### config.mk
export PLATFORM = sky130hd
export DESIGN_NAME = sample_packetizer
export DESIGN_NICKNAME = d
export VERILOG_FILES = /design/src/rtl/sample_packetizer.sv
export SDC_FILE = /design/constraint.sdc
export NUM_CORES = 1
export LEC_CHECK = 0
export BUFFER_PORTS_ARGS = -buffer_cell sky130_fd_sc_hd__buf_4
export CAP_MARGIN = 20
export CELL_PAD_IN_SITES_DETAIL_PLACEMENT = 0
export CELL_PAD_IN_SITES_GLOBAL_PLACEMENT = 1
export CORE_MARGIN = 3
export CORE_UTILIZATION = 40
export DETAILED_ROUTE_END_ITERATION = 8
export PLACE_DENSITY_LB_ADDON = 0.2
export SYNTH_ARGS = -nofsm -noshare
export SYNTH_HDL_FRONTEND = slang
export SYNTH_SLANG_ARGS = --single-unit
### constraint.sdc
create_clock -name clk -period 1.75 [get_ports clk]
set_clock_uncertainty 0.05 [all_clocks]
set_input_delay 0.4375 -clock clk [delete_from_list [all_inputs] [get_ports clk]]
set_output_delay 0.4375 -clock clk [all_outputs]
set_load 0.01 [all_outputs]
### src/rtl/sample_packetizer.sv
// sample_packetizer
//   Frames a stream of 16-bit ADC samples into byte packets for the COBS
//   encoder: [PACKET_TYPE][seq][hi0][lo0]...[hiN-1][loN-1][xor checksum].
//   tlast marks the checksum byte so the encoder can delimit frames.
//
// Parameters
//   SAMPLES_PER_PACKET  samples per packet (1..64)
//   PACKET_TYPE         constant first byte of every packet
//
// Ports
//   clk            rising-edge clock
//   reset_n        asynchronous active-low reset
//   s_axis_tdata   16-bit sample in
//   s_axis_tvalid  sample valid
//   s_axis_tready  sample accepted when tvalid && tready
//   s_axis_tlast   unused
//   m_axis_tdata   packet byte out
//   m_axis_tvalid  byte valid
//   m_axis_tready  downstream ready
//   m_axis_tlast   high on the checksum byte only
//   m_axis_tuser   tied 0
module sample_packetizer #(
  parameter int         SAMPLES_PER_PACKET = 8,
  parameter logic [7:0] PACKET_TYPE        = 8'h01
) (
  input  logic        clk,
  input  logic        reset_n,
  input  logic [15:0] s_axis_tdata,
  input  logic        s_axis_tvalid,
  output logic        s_axis_tready,
  input  logic        s_axis_tlast,
  output logic [7:0]  m_axis_tdata,
  output logic        m_axis_tvalid,
  input  logic        m_axis_tready,
  output logic        m_axis_tlast,
  output logic        m_axis_tuser
);

  localparam logic [6:0] N_SAMPLES = 7'(SAMPLES_PER_PACKET);

  typedef enum logic [2:0] {
    IDLE,
    TYPE,
    SEQ,
    SAMPLE_HI,
    SAMPLE_LO,
    CHECK
  } state_t;

  state_t     r_state;
  logic [7:0] r_tdata;
  logic       r_tvalid;
  logic       r_tlast;
  logic [7:0] r_seq;
  logic [7:0] r_csum;
  logic [6:0] r_count;
  logic [7:0] r_lo;

  state_t     w_state_next;
  logic [7:0] w_tdata_next;
  logic       w_tvalid_next;
  logic       w_tlast_next;
  logic [7:0] w_seq_next;
  logic [7:0] w_csum_next;
  logic [6:0] w_count_next;
  logic [7:0] w_lo_next;

  logic       w_slot_free;
  logic       w_s_ready;
  logic       w_load;
  logic [7:0] w_load_byte;
  logic       w_load_last;
  logic       w_clear_csum;
  logic [6:0] w_count_inc;
  logic       w_unused;

  // The sample-side tlast carries no meaning for framing.
  assign w_unused = s_axis_tlast;

  // The single output slot can take a new byte when it is empty or its
  // current byte is handshaking this cycle.
  assign w_slot_free = !r_tvalid || m_axis_tready;
  assign w_count_inc = r_count + 7'd1;

  always_comb begin
    w_state_next  = r_state;
    w_s_ready     = 1'b0;
    w_load        = 1'b0;
    w_load_byte   = 8'h00;
    w_load_last   = 1'b0;
    w_clear_csum  = 1'b0;
    w_count_next  = r_count;
    w_lo_next     = r_lo;

    case (r_state)
      IDLE: begin
        // The checksum of the previous packet may still sit stalled in the
        // slot, so the type byte waits for it. When the checksum drains in
        // the same cycle the type byte follows with no gap.
        if (s_axis_tvalid && w_slot_free) begin
          w_load       = 1'b1;
          w_load_byte  = PACKET_TYPE;
          w_clear_csum = 1'b1;
          w_count_next = 7'd0;
          w_state_next = TYPE;
        end
      end
      TYPE: begin
        if (w_slot_free) begin
          w_load       = 1'b1;
          w_load_byte  = r_seq;
          w_state_next = SEQ;
        end
      end
      SEQ, SAMPLE_LO: begin
        w_s_ready = w_slot_free;
        if (w_slot_free && s_axis_tvalid) begin
          w_load       = 1'b1;
          w_load_byte  = s_axis_tdata[15:8];
          w_lo_next    = s_axis_tdata[7:0];
          w_state_next = SAMPLE_HI;
        end
      end
      SAMPLE_HI: begin
        if (w_slot_free) begin
          w_load       = 1'b1;
          w_load_byte  = r_lo;
          w_count_next = w_count_inc;
          w_state_next = (w_count_inc == N_SAMPLES) ? CHECK : SAMPLE_LO;
        end
      end
      CHECK: begin
        if (w_slot_free) begin
          w_load       = 1'b1;
          w_load_byte  = r_csum;
          w_load_last  = 1'b1;
          w_state_next = IDLE;
        end
      end
      default: w_state_next = IDLE;
    endcase

    // Slot: a handshaken byte empties the slot unless a new one loads.
    w_tdata_next  = r_tdata;
    w_tvalid_next = r_tvalid && !m_axis_tready;
    w_tlast_next  = (r_tvalid && !m_axis_tready) ? r_tlast : 1'b0;
    if (w_load) begin
      w_tdata_next  = w_load_byte;
      w_tvalid_next = 1'b1;
      w_tlast_next  = w_load_last;
    end

    // Running XOR restarts at the type byte; every loaded byte joins it.
    w_csum_next = (w_clear_csum ? 8'h00 : r_csum) ^ (w_load ? w_load_byte : 8'h00);

    // Sequence advances only once the checksum byte has actually left.
    w_seq_next = r_seq;
    if (r_tvalid && r_tlast && m_axis_tready) begin
      w_seq_next = r_seq + 8'd1;
    end
  end

  always_ff @(posedge clk or negedge reset_n) begin
    if (!reset_n) begin
      r_state  <= IDLE;
      r_tdata  <= 8'h00;
      r_tvalid <= 1'b0;
      r_tlast  <= 1'b0;
      r_seq    <= 8'h00;
      r_csum   <= 8'h00;
      r_count  <= 7'd0;
      r_lo     <= 8'h00;
    end else begin
      r_state  <= w_state_next;
      r_tdata  <= w_tdata_next;
      r_tvalid <= w_tvalid_next;
      r_tlast  <= w_tlast_next;
      r_seq    <= w_seq_next;
      r_csum   <= w_csum_next;
      r_count  <= w_count_next;
      r_lo     <= w_lo_next;
    end
  end

  assign s_axis_tready = w_s_ready;
  assign m_axis_tdata  = r_tdata;
  assign m_axis_tvalid = r_tvalid;
  assign m_axis_tlast  = r_tlast;
  assign m_axis_tuser  = 1'b0;

endmodule

==> results_dict.tcl, run 1 <==
set metrics [dict create \
    clk_latency_ns 0.29 \
    ff2ff_setup_slack_ns 0.05 \
    clockRootBuffer "clkbuf_8" \
    design_area_um2 2860 \
    grt_antenna_before_repair 0 \
    yosys.area.top_type_share_pct 51.1 \
    yosysSeqAreaShare_pct 51.1 \
    synth_seq_cells 44 \
    period_needed_ns 1.78 \
    netlist_area_um2 2160 \
    drc 0 \
    synth_area_leaders "dfrtp_1 (51%), xnor2_1 (6.5%), mux2_2 (4.7%)" \
    yosys-top-cells-count "dfrtp_1 (44), nand2_1 (24), nor2_1 (18)" \
    combPwrFrac_pct 44.8 \
    synth_flop_cell "dfrtp_1" \
    post-place-cells 311 \
    cts_max_level 2 \
    syn-num-nets 221 \
    vias 1640 \
    die_area_um2 6310 \
    multi_input_area_um2 1080 \
    clock_path_buffers 2 \
    status "finished with violations" \
    cts.sinks 44 \
    n_antenna_cell 0 \
    arrival_ns 1.29 \
    critical_path_class "reg2out" \
    nFillCells 463 \
    cts_made_buffers 5 \
    cts_tree "built" \
    fin_setup_tns_ns -0.0295 \
    seqPwrFrac_pct 35.6 \
    clkTransAtPathRegs_ns 0.08 \
    gr-total-overflow 0 \
    path_max_fanout 4 \
    rsz0062_at_grt "true" \
    grtUsageTotal_pct 15.7 \
    hold_violations 0 \
    grt_pass1_vias 1605 \
    fp-row-count 26 \
    worst_pin_slew_ns 0.543 \
    routedWlPerCell_um 14.2 \
    power.switching_mw 1.54 \
    wl_mm 4.56 \
    area_growth_syn_to_layout_pct 32.6 \
    drtPass1Iterations 4 \
    pre_cts_ws_ns -0.131 \
    drive_gt1_share_pct 35.5 \
    p_clk_share_pct 19.6 \
    yosysMostFrequentCell "dfrtp_1" \
    max-cap-violations 0 \
    p_int_mw 3.09 \
    die_x_um 79.4 \
    setup_ws_ns -0.0295 \
    start_util_pct 41.7 \
    layout.nets 275 \
    synthDistinctLibCells 43 \
    power.density_nw_per_um2 1620 \
    coreArea_um2 5170 \
    slew_viol_final 0 \
    p_leak_nw 1.39 \
    swShare_pct 33.2 \
    grt_max_degree 45 \
    grt_first_pass_wirelength_mm 7.68 \
    drtIter0Drc 73 \
    syn_inst 197 \
    place_area_um2 2640 \
    via_per_inst 5.11 \
    startpoint_type "flip-flop" \
    gp_congestion 0.751 \
    syn_avg_cell_area_um2 10.9 \
    irDropWorstVdd_uv 773 \
    port_buffers 30 \
    endpoint_kind "output pin" \
    setup_viol 1 \
    async_flop_share_pct 100 \
    seq_area_um2 1100 \
    fmax_ghz 0.562 \
    period_share_pct 102 \
    yosys_warnings 0 \
    synth-edff-count 0 \
    die_h_um 79.4 \
    violations "setup timing" \
    io_pins 33 \
    cp.required_ns 1.26 \
    dp_hpwl_mm 3.27 \
    final_antenna_net_count 0 \
    cts_hold_buffers 0 \
    hold_class "in2async" \
    synth_area_leader_cell "dfrtp_1" \
    relSlewSlack_pct 63.8 \
    final_cells 321 \
]
[final cells by class]
class | instances | area share, %
flip-flops and latches | 44 | 38.6
inverters | 2 | 0.263
clock inverters | 2 | 2.10
multi-input cells | 144 | 37.6
well taps | 70 | 3.06
clock buffers | 5 | 2.41
repair buffers | 54 | 15.9
[timing repair]
action | CTS | global route
buffers inserted | 3 | 0
pin swaps | 3 | 8
setup endpoints to repair | 3 | 18
hold endpoints to repair | 0 | 0
resized for setup | 6 | 14
[path summary, 6_finish.rpt]
check,cells after the start,from,to
worst max register to register,6,r_state[2]$_DFFE_PN0P_,r_csum[0]$_DFF_PN0_
worst min-delay path,1,reset_n,r_count[2]$_DFFE_PN0P_
max in group asynchronous,1,reset_n,r_state[2]$_DFFE_PN0P_
worst max-delay path,4,r_state[1]$_DFFE_PN0P_,s_axis_tready
min in group clk,2,s_axis_tdata[2],r_lo[2]$_DFFE_PN0P_
worst min register to register,1,r_seq[7]$_DFFE_PN0P_,r_seq[7]$_DFFE_PN0P_
[stage by stage]
stage,utilization (%),hold slack (ns),total power [mW]
3_5_place_dp,50.9,0.417,3.54
2_1_floorplan,-,0.0919,2.80
3_3_place_gp,50.9,0.412,3.51
5_1_grt,55.3,0.105,4.96
4_1_cts,54.3,0.0879,4.56
6_report,55.3,0.0635,4.63
[layer usage]
layer	vias up	wire length [um]	global-route usage, %
met3	5	145	4.18
met2	27	2010	23.7
met1	800	2360	22.7
met5	-	0	0
met4	0	46	3.61
li1	808	-	-
[sequential cells by signal (all words and copies together) (netlist names)]
register	flops
m_axis_tdata	8
m_axis_tlast	1
m_axis_tvalid	1
r_count	7
r_csum	8
r_lo	8
r_seq	8
r_state	3
[kinds of logic after synthesis]
group	share of synthesized area (%)
other cells	0.174
mux	8.94
fa+ha+maj	1.74
buf+inv	2.26
xor+xnor	6.91
flops	51.1
simple gates	15.7
compound gates	13.2
[cell usage in the layout (no fill, tap or decap), types with 4 or more instances in the layout]
| cell type | count |
|---|---|
| a21o_1 | 8 |
| a221o_1 | 9 |
| and3_1 | 4 |
| buf_4 | 48 |
| clkbuf_8 | 5 |
| dfrtp_1 | 41 |
| mux2_2 | 9 |
| mux2i_1 | 8 |
| nand2_1 | 24 |
| nand4_1 | 4 |
| nor2_1 | 16 |
| o21ai_0 | 7 |
| xnor2_1 | 15 |
[power by group through the flow]
stage | combinational, mW | sequential, mW | clock [mW]
CTS | 1.99 | 1.63 | 0.932
global route | 2.28 | 1.70 | 0.976
global placement | 1.85 | 1.66 | 0
finish | 2.08 | 1.65 | 0.906
detailed placement | 1.88 | 1.66 | 0
floorplan | 1.17 | 1.63 | 0
[worst max-delay path, stage by stage (launching register included)]
cell,delay (ns)
dfrtp_2,0.45
nand2b_4,0.15
and2_4,0.15
nor3_4,0.12
buf_6,0.12
Power figures use the tool's default switching activity.
==> run 2, diff against run 1 <==
--- a/config.mk
+++ b/config.mk
@@ -7,7 +7,7 @@
 export LEC_CHECK = 0
 export BUFFER_PORTS_ARGS = -buffer_cell sky130_fd_sc_hd__buf_4
 export CAP_MARGIN = 20
-export CELL_PAD_IN_SITES_DETAIL_PLACEMENT = 0
+export CELL_PAD_IN_SITES_DETAIL_PLACEMENT = 1
 export CELL_PAD_IN_SITES_GLOBAL_PLACEMENT = 1
 export CORE_MARGIN = 3
 export CORE_UTILIZATION = 40
==> results_dict.tcl, run 2 (same netlist as run 1, synthesis figures left out) <==
set metrics [dict create \
    status "finished with violations" \
    violations "setup timing" \
    critical_path_class "reg2out" \
    port_buffers 30 \
    via_per_inst 5.23 \
    place_area_um2 2640 \
    clk_latency_ns 0.30 \
    grt_pass1_vias 1813 \
    grt_max_degree 45 \
    gp_congestion 0.751 \
    cts_hold_buffers 0 \
    coreArea_um2 5170 \
    dp_hpwl_mm 3.64 \
    clockRootBuffer "clkbuf_8" \
    nFillCells 557 \
    r2r_cells 6 \
    cts_tree "built" \
    drc 0 \
    die_x_um 79.4 \
    max-cap-violations 0 \
    hold_violations 0 \
    cp.required_ns 1.26 \
    p_leak_nw 1.38 \
    cts.sinks 44 \
    startpoint_type "flip-flop" \
    wl_mm 5.32 \
    design_area_um2 2870 \
    die_area_um2 6310 \
    fmax_ghz 0.556 \
    wl_met3_um 143 \
    cts_made_buffers 5 \
    vias 1672 \
    n_antenna_cell 0 \
    endpoint_kind "output pin" \
    fp-row-count 26 \
    rsz0062_at_grt "true" \
    period_share_pct 103 \
    ff2ff_setup_slack_ns -0.02 \
    final_antenna_net_count 0 \
    irDropWorstVdd_uv 686 \
    clkTransAtPathRegs_ns 0.08 \
    hold_class "in2async" \
    clock_path_buffers 2 \
    drtPass1Iterations 2 \
    grtUsageTotal_pct 19.1 \
    area_growth_syn_to_layout_pct 33.0 \
    wl_met1_mm 2.47 \
    grt_antenna_before_repair 0 \
    arrival_ns 1.31 \
    layout.nets 274 \
    final_common_cell "buf_4" \
    slew_viol_final 0 \
    start_util_pct 41.7 \
    path_max_fanout 3 \
    power.density_nw_per_um2 1650 \
    cts_max_level 2 \
    period_needed_ns 1.80 \
    grt_first_pass_wirelength_mm 9.22 \
    setup_viol 2 \
    io_pins 33 \
    wl_met2_mm 2.64 \
    routedWlPerCell_um 16.6 \
    r2r-end "r_csum[0]$_DFF_PN0_" \
    drtIter0Drc 63 \
    die_h_um 79.4 \
    timing.rr.start "r_state[2]$_DFFE_PN0P_" \
    relSlewSlack_pct 62.7 \
    fin_setup_tns_ns -0.0664 \
    worst_pin_slew_ns 0.560 \
    topRoutingLayerUsed "met4" \
    setup_ws_ns -0.0482 \
    drive_gt1_share_pct 36.8 \
    layout_common_cells "buf_4 (46), dfrtp_1 (41), nand2_1 (24)" \
    gr-total-overflow 0 \
]
-- run 2: worst max-delay path, stage by stage (launching register included) --
cell      delay (ns)
dfrtp_2         0.45
nand2b_4        0.15
and2_4          0.17
nor3_4          0.12
buf_6           0.12
-- run 2: through the flow --
| step | std cells | power [mW] | setup slack (ns) | utilization (%) | hold WS [ns] |
|---|---|---|---|---|---|
| finish | 320 | 4.74 | -0.0482 | 55.4 | 0.0663 |
| global route | 320 | 5.09 | -0.111 | 55.4 | 0.103 |
| CTS | 320 | 4.70 | -0.0584 | 54.6 | 0.0907 |
| detailed placement | 311 | 3.59 | -0.156 | 50.9 | 0.416 |
| global placement | 311 | 3.51 | -0.128 | 50.9 | 0.412 |
| floorplan | 197 | 2.80 | 0.00423 | - | 0.0919 |
-- run 2: worst max-delay path by stage --
stage	startpoint	end
4_1_cts	r_state[2]$_DFFE_PN0P_	s_axis_tready
6_report	r_state[2]$_DFFE_PN0P_	s_axis_tready
3_3_place_gp	m_axis_tready	r_csum[0]$_DFF_PN0_
2_1_floorplan	m_axis_tready	r_csum[0]$_DFF_PN0_
5_1_grt	r_state[2]$_DFFE_PN0P_	s_axis_tready
3_5_place_dp	m_axis_tready	r_csum[0]$_DFF_PN0_
-- run 2: report_power, final --
group          internal, mW  switching (mW)
sequential             1.38           0.284
clock                 0.562           0.347
combinational          1.18           0.993
-- run 2: cell type report --
| class | count | area [um2] | area share, % |
|---|---|---|---|
| sequential | 44 | 1100 | 38.5 |
| multi-input combinational | 144 | 1080 | 37.7 |
| timing repair buffer | 53 | 459 | 16.0 |
| tap | 70 | 87.6 | 3.05 |
| clock buffer | 5 | 68.8 | 2.40 |
| clock inverter | 2 | 60.1 | 2.09 |
| inverter | 2 | 7.51 | 0.262 |
-- run 2: repair_timing --
action	CTS	global route
gates resized for setup	10	14
cloned	0	0
setup buffers	2	0
pin swaps	4	13
endpoints found under the hold margin	0	0
endpoints found under the setup margin	17	21
-- run 2: per-layer routing --
layer / up-vias / GRT usage [%]
li1: 799 / -
met1: 844 / 25.9
met2: 23 / 31.3
met3: 6 / 4.18
met4: 0 / 4.64
met5: - / 0
==> run 3, diff against run 2 <==
--- a/config.mk
+++ b/config.mk
@@ -5,6 +5,7 @@
 export SDC_FILE = /design/constraint.sdc
 export NUM_CORES = 1
 export LEC_CHECK = 0
+export ABC_CLOCK_PERIOD_IN_PS = 1750
 export BUFFER_PORTS_ARGS = -buffer_cell sky130_fd_sc_hd__buf_4
 export CAP_MARGIN = 20
 export CELL_PAD_IN_SITES_DETAIL_PLACEMENT = 1
==> constraint.sdc (replaced) <==
create_clock -name clk -period 1.75 [get_ports clk]
set_clock_uncertainty 0.05 [all_clocks]
set_input_delay 0.4375 -clock clk [delete_from_list [all_inputs] [get_ports clk]]
set_output_delay 0.4375 -clock clk [all_outputs]
set_load 0.02 [all_outputs]
==> results_dict.tcl, run 3 (same netlist as run 1, synthesis figures left out) <==
set metrics [dict create \
    irDropWorstVdd_uv 616 \
    wl_mm 5.21 \
    critPathMaxStageDelay_ns 0.43 \
    path_cells "nand2b_4, and2_4, nor3_2, buf_4" \
    startpoint_type "flip-flop" \
    coreArea_um2 5170 \
    cts_max_level 2 \
    fmax_ghz 0.564 \
    drive_gt1_share_pct 36.4 \
    clock_path_buffers 2 \
    period_needed_ns 1.77 \
    cts.sinks 44 \
    max-cap-violations 0 \
    grt.busiest_layer "met2" \
    io_pins 33 \
    hold_violations 0 \
    use_met1_pct 24.0 \
    grt_pass1_vias 1844 \
    cp.required_ns 1.26 \
    nFillCells 581 \
    setup_viol 1 \
    use_met2_pct 32.5 \
    fin_setup_tns_ns -0.0222 \
    timing.rr.start "r_state[2]$_DFFE_PN0P_" \
    grt_antenna_before_repair 0 \
    multi_input_area_um2 1090 \
    post-place-cells 317 \
    fp-row-count 26 \
    cp_slowest_cell "dfrtp_1" \
    p_leak_nw 1.38 \
    vias 1688 \
    gp_congestion 0.819 \
    r2r_cells 7 \
    r2r-end "r_csum[7]$_DFF_PN0_" \
    layout.nets 279 \
    die_h_um 79.4 \
    layout_common_cells "buf_4 (51), dfrtp_1 (44), nand2_1 (24)" \
    grtUsageTotal_pct 18.8 \
    status "finished with violations" \
    seq_area_um2 1100 \
    path_max_fanout 3 \
    critical_path_class "reg2out" \
    via_per_inst 5.23 \
    drtPass1Iterations 4 \
    rsz0062_at_grt "true" \
    grt_first_pass_wirelength_mm 9.14 \
    final_antenna_net_count 0 \
    area_growth_syn_to_layout_pct 31.3 \
    worst_pin_slew_ns 0.579 \
    arrival_ns 1.28 \
    ff2ff_setup_slack_ns 0.03 \
    gr-total-overflow 0 \
    power.density_nw_per_um2 1580 \
    grt_max_degree 45 \
    use_met3_pct 3.95 \
    endpoint_kind "output pin" \
    clockRootBuffer "clkbuf_8" \
    relSlewSlack_pct 61.4 \
    setup_ws_ns -0.0222 \
    cts_tree "built" \
    clkTransAtPathRegs_ns 0.08 \
    n_antenna_cell 0 \
    cts_made_buffers 5 \
    routedWlPerCell_um 16.1 \
    dp_hpwl_mm 3.82 \
    period_share_pct 101 \
    hold_class "in2async" \
    violations "setup timing" \
    final_common_cell "buf_4" \
    drc 0 \
    die_area_um2 6310 \
    port_buffers 30 \
    clk_latency_ns 0.29 \
    start_util_pct 41.7 \
    slew_viol_final 0 \
    final_cells 323 \
    die_x_um 79.4 \
    drtIter0Drc 49 \
]
[run 3: cell count changes in the layout (fill, tap and decap cells not counted), moves of 3 or more]
| cell | before | now |
|---|---|---|
| buf_4 | 46 | 51 |
| dfrtp_1 | 41 | 44 |
| dfrtp_2 | 3 | 0 |
| nor2_2 | 5 | 2 |
[run 3: worst max path at each step]
| stage | start | end | slack [ns] |
|---|---|---|---|
| floorplan | r_count[0]$_DFFE_PN0P_ | r_state[0]$_DFFE_PN0P_ | -0.02 |
| global placement | m_axis_tready | r_csum[0]$_DFF_PN0_ | -0.14 |
| detailed placement | m_axis_tready | r_lo[3]$_DFFE_PN0P_ | -0.17 |
| CTS | r_state[1]$_DFFE_PN0P_ | s_axis_tready | -0.03 |
| global route | r_state[1]$_DFFE_PN0P_ | s_axis_tready | -0.1 |
| finish | r_state[1]$_DFFE_PN0P_ | s_axis_tready | -0.02 |
[run 3: routing by layer]
layer / routed length (um) / up-vias
met5: 0 / -
met1: 2370 / 847
li1: - / 809
met2: 2600 / 27
met3: 190 / 5
met4: 48 / 0
[run 3: final cells by class]
class / count / share of cell area (%)
sequential: 44 / 38.9
inverter: 2 / 0.265
timing repair buffer: 58 / 16.9
tap: 70 / 3.09
clock buffer: 5 / 2.43
multi-input combinational: 144 / 38.4
[run 3: where the power goes]
group | internal (mW) | switching, mW | leakage [nW]
logic | 1.19 | 1.05 | 0.782
clock network | 0.258 | 0.325 | 0.0359
registers | 1.37 | 0.268 | 0.562
[run 3: stage by stage]
stage / total power [mW] / worst slack, ns / area, um2 / hold slack (ns) / util [%]
global placement: 3.67 / -0.135 / 2670 / 0.410 / 51.7
detailed placement: 3.76 / -0.172 / 2670 / 0.421 / 51.7
floorplan: 2.89 / -0.0248 / 2170 / 0.0919 / -
finish: 4.47 / -0.0222 / 2830 / 0.0857 / 54.7
CTS: 4.44 / -0.0330 / 2780 / 0.107 / 53.8
global route: 4.83 / -0.0967 / 2830 / 0.119 / 54.7
[run 3: timing repair]
item                       CTS  global route
setup endpoints to repair   13            27
hold buffers                 0             0
gates resized for setup     11            12
pin swaps                    2             7
buffers inserted             1             0
[run 3: critical path: cells and delay by family, from the launching register on]
kind                   cells  cell delay, ns
DFF                        1            0.43
buffers and inverters      1            0.16
and+or+nand+nor            3            0.40
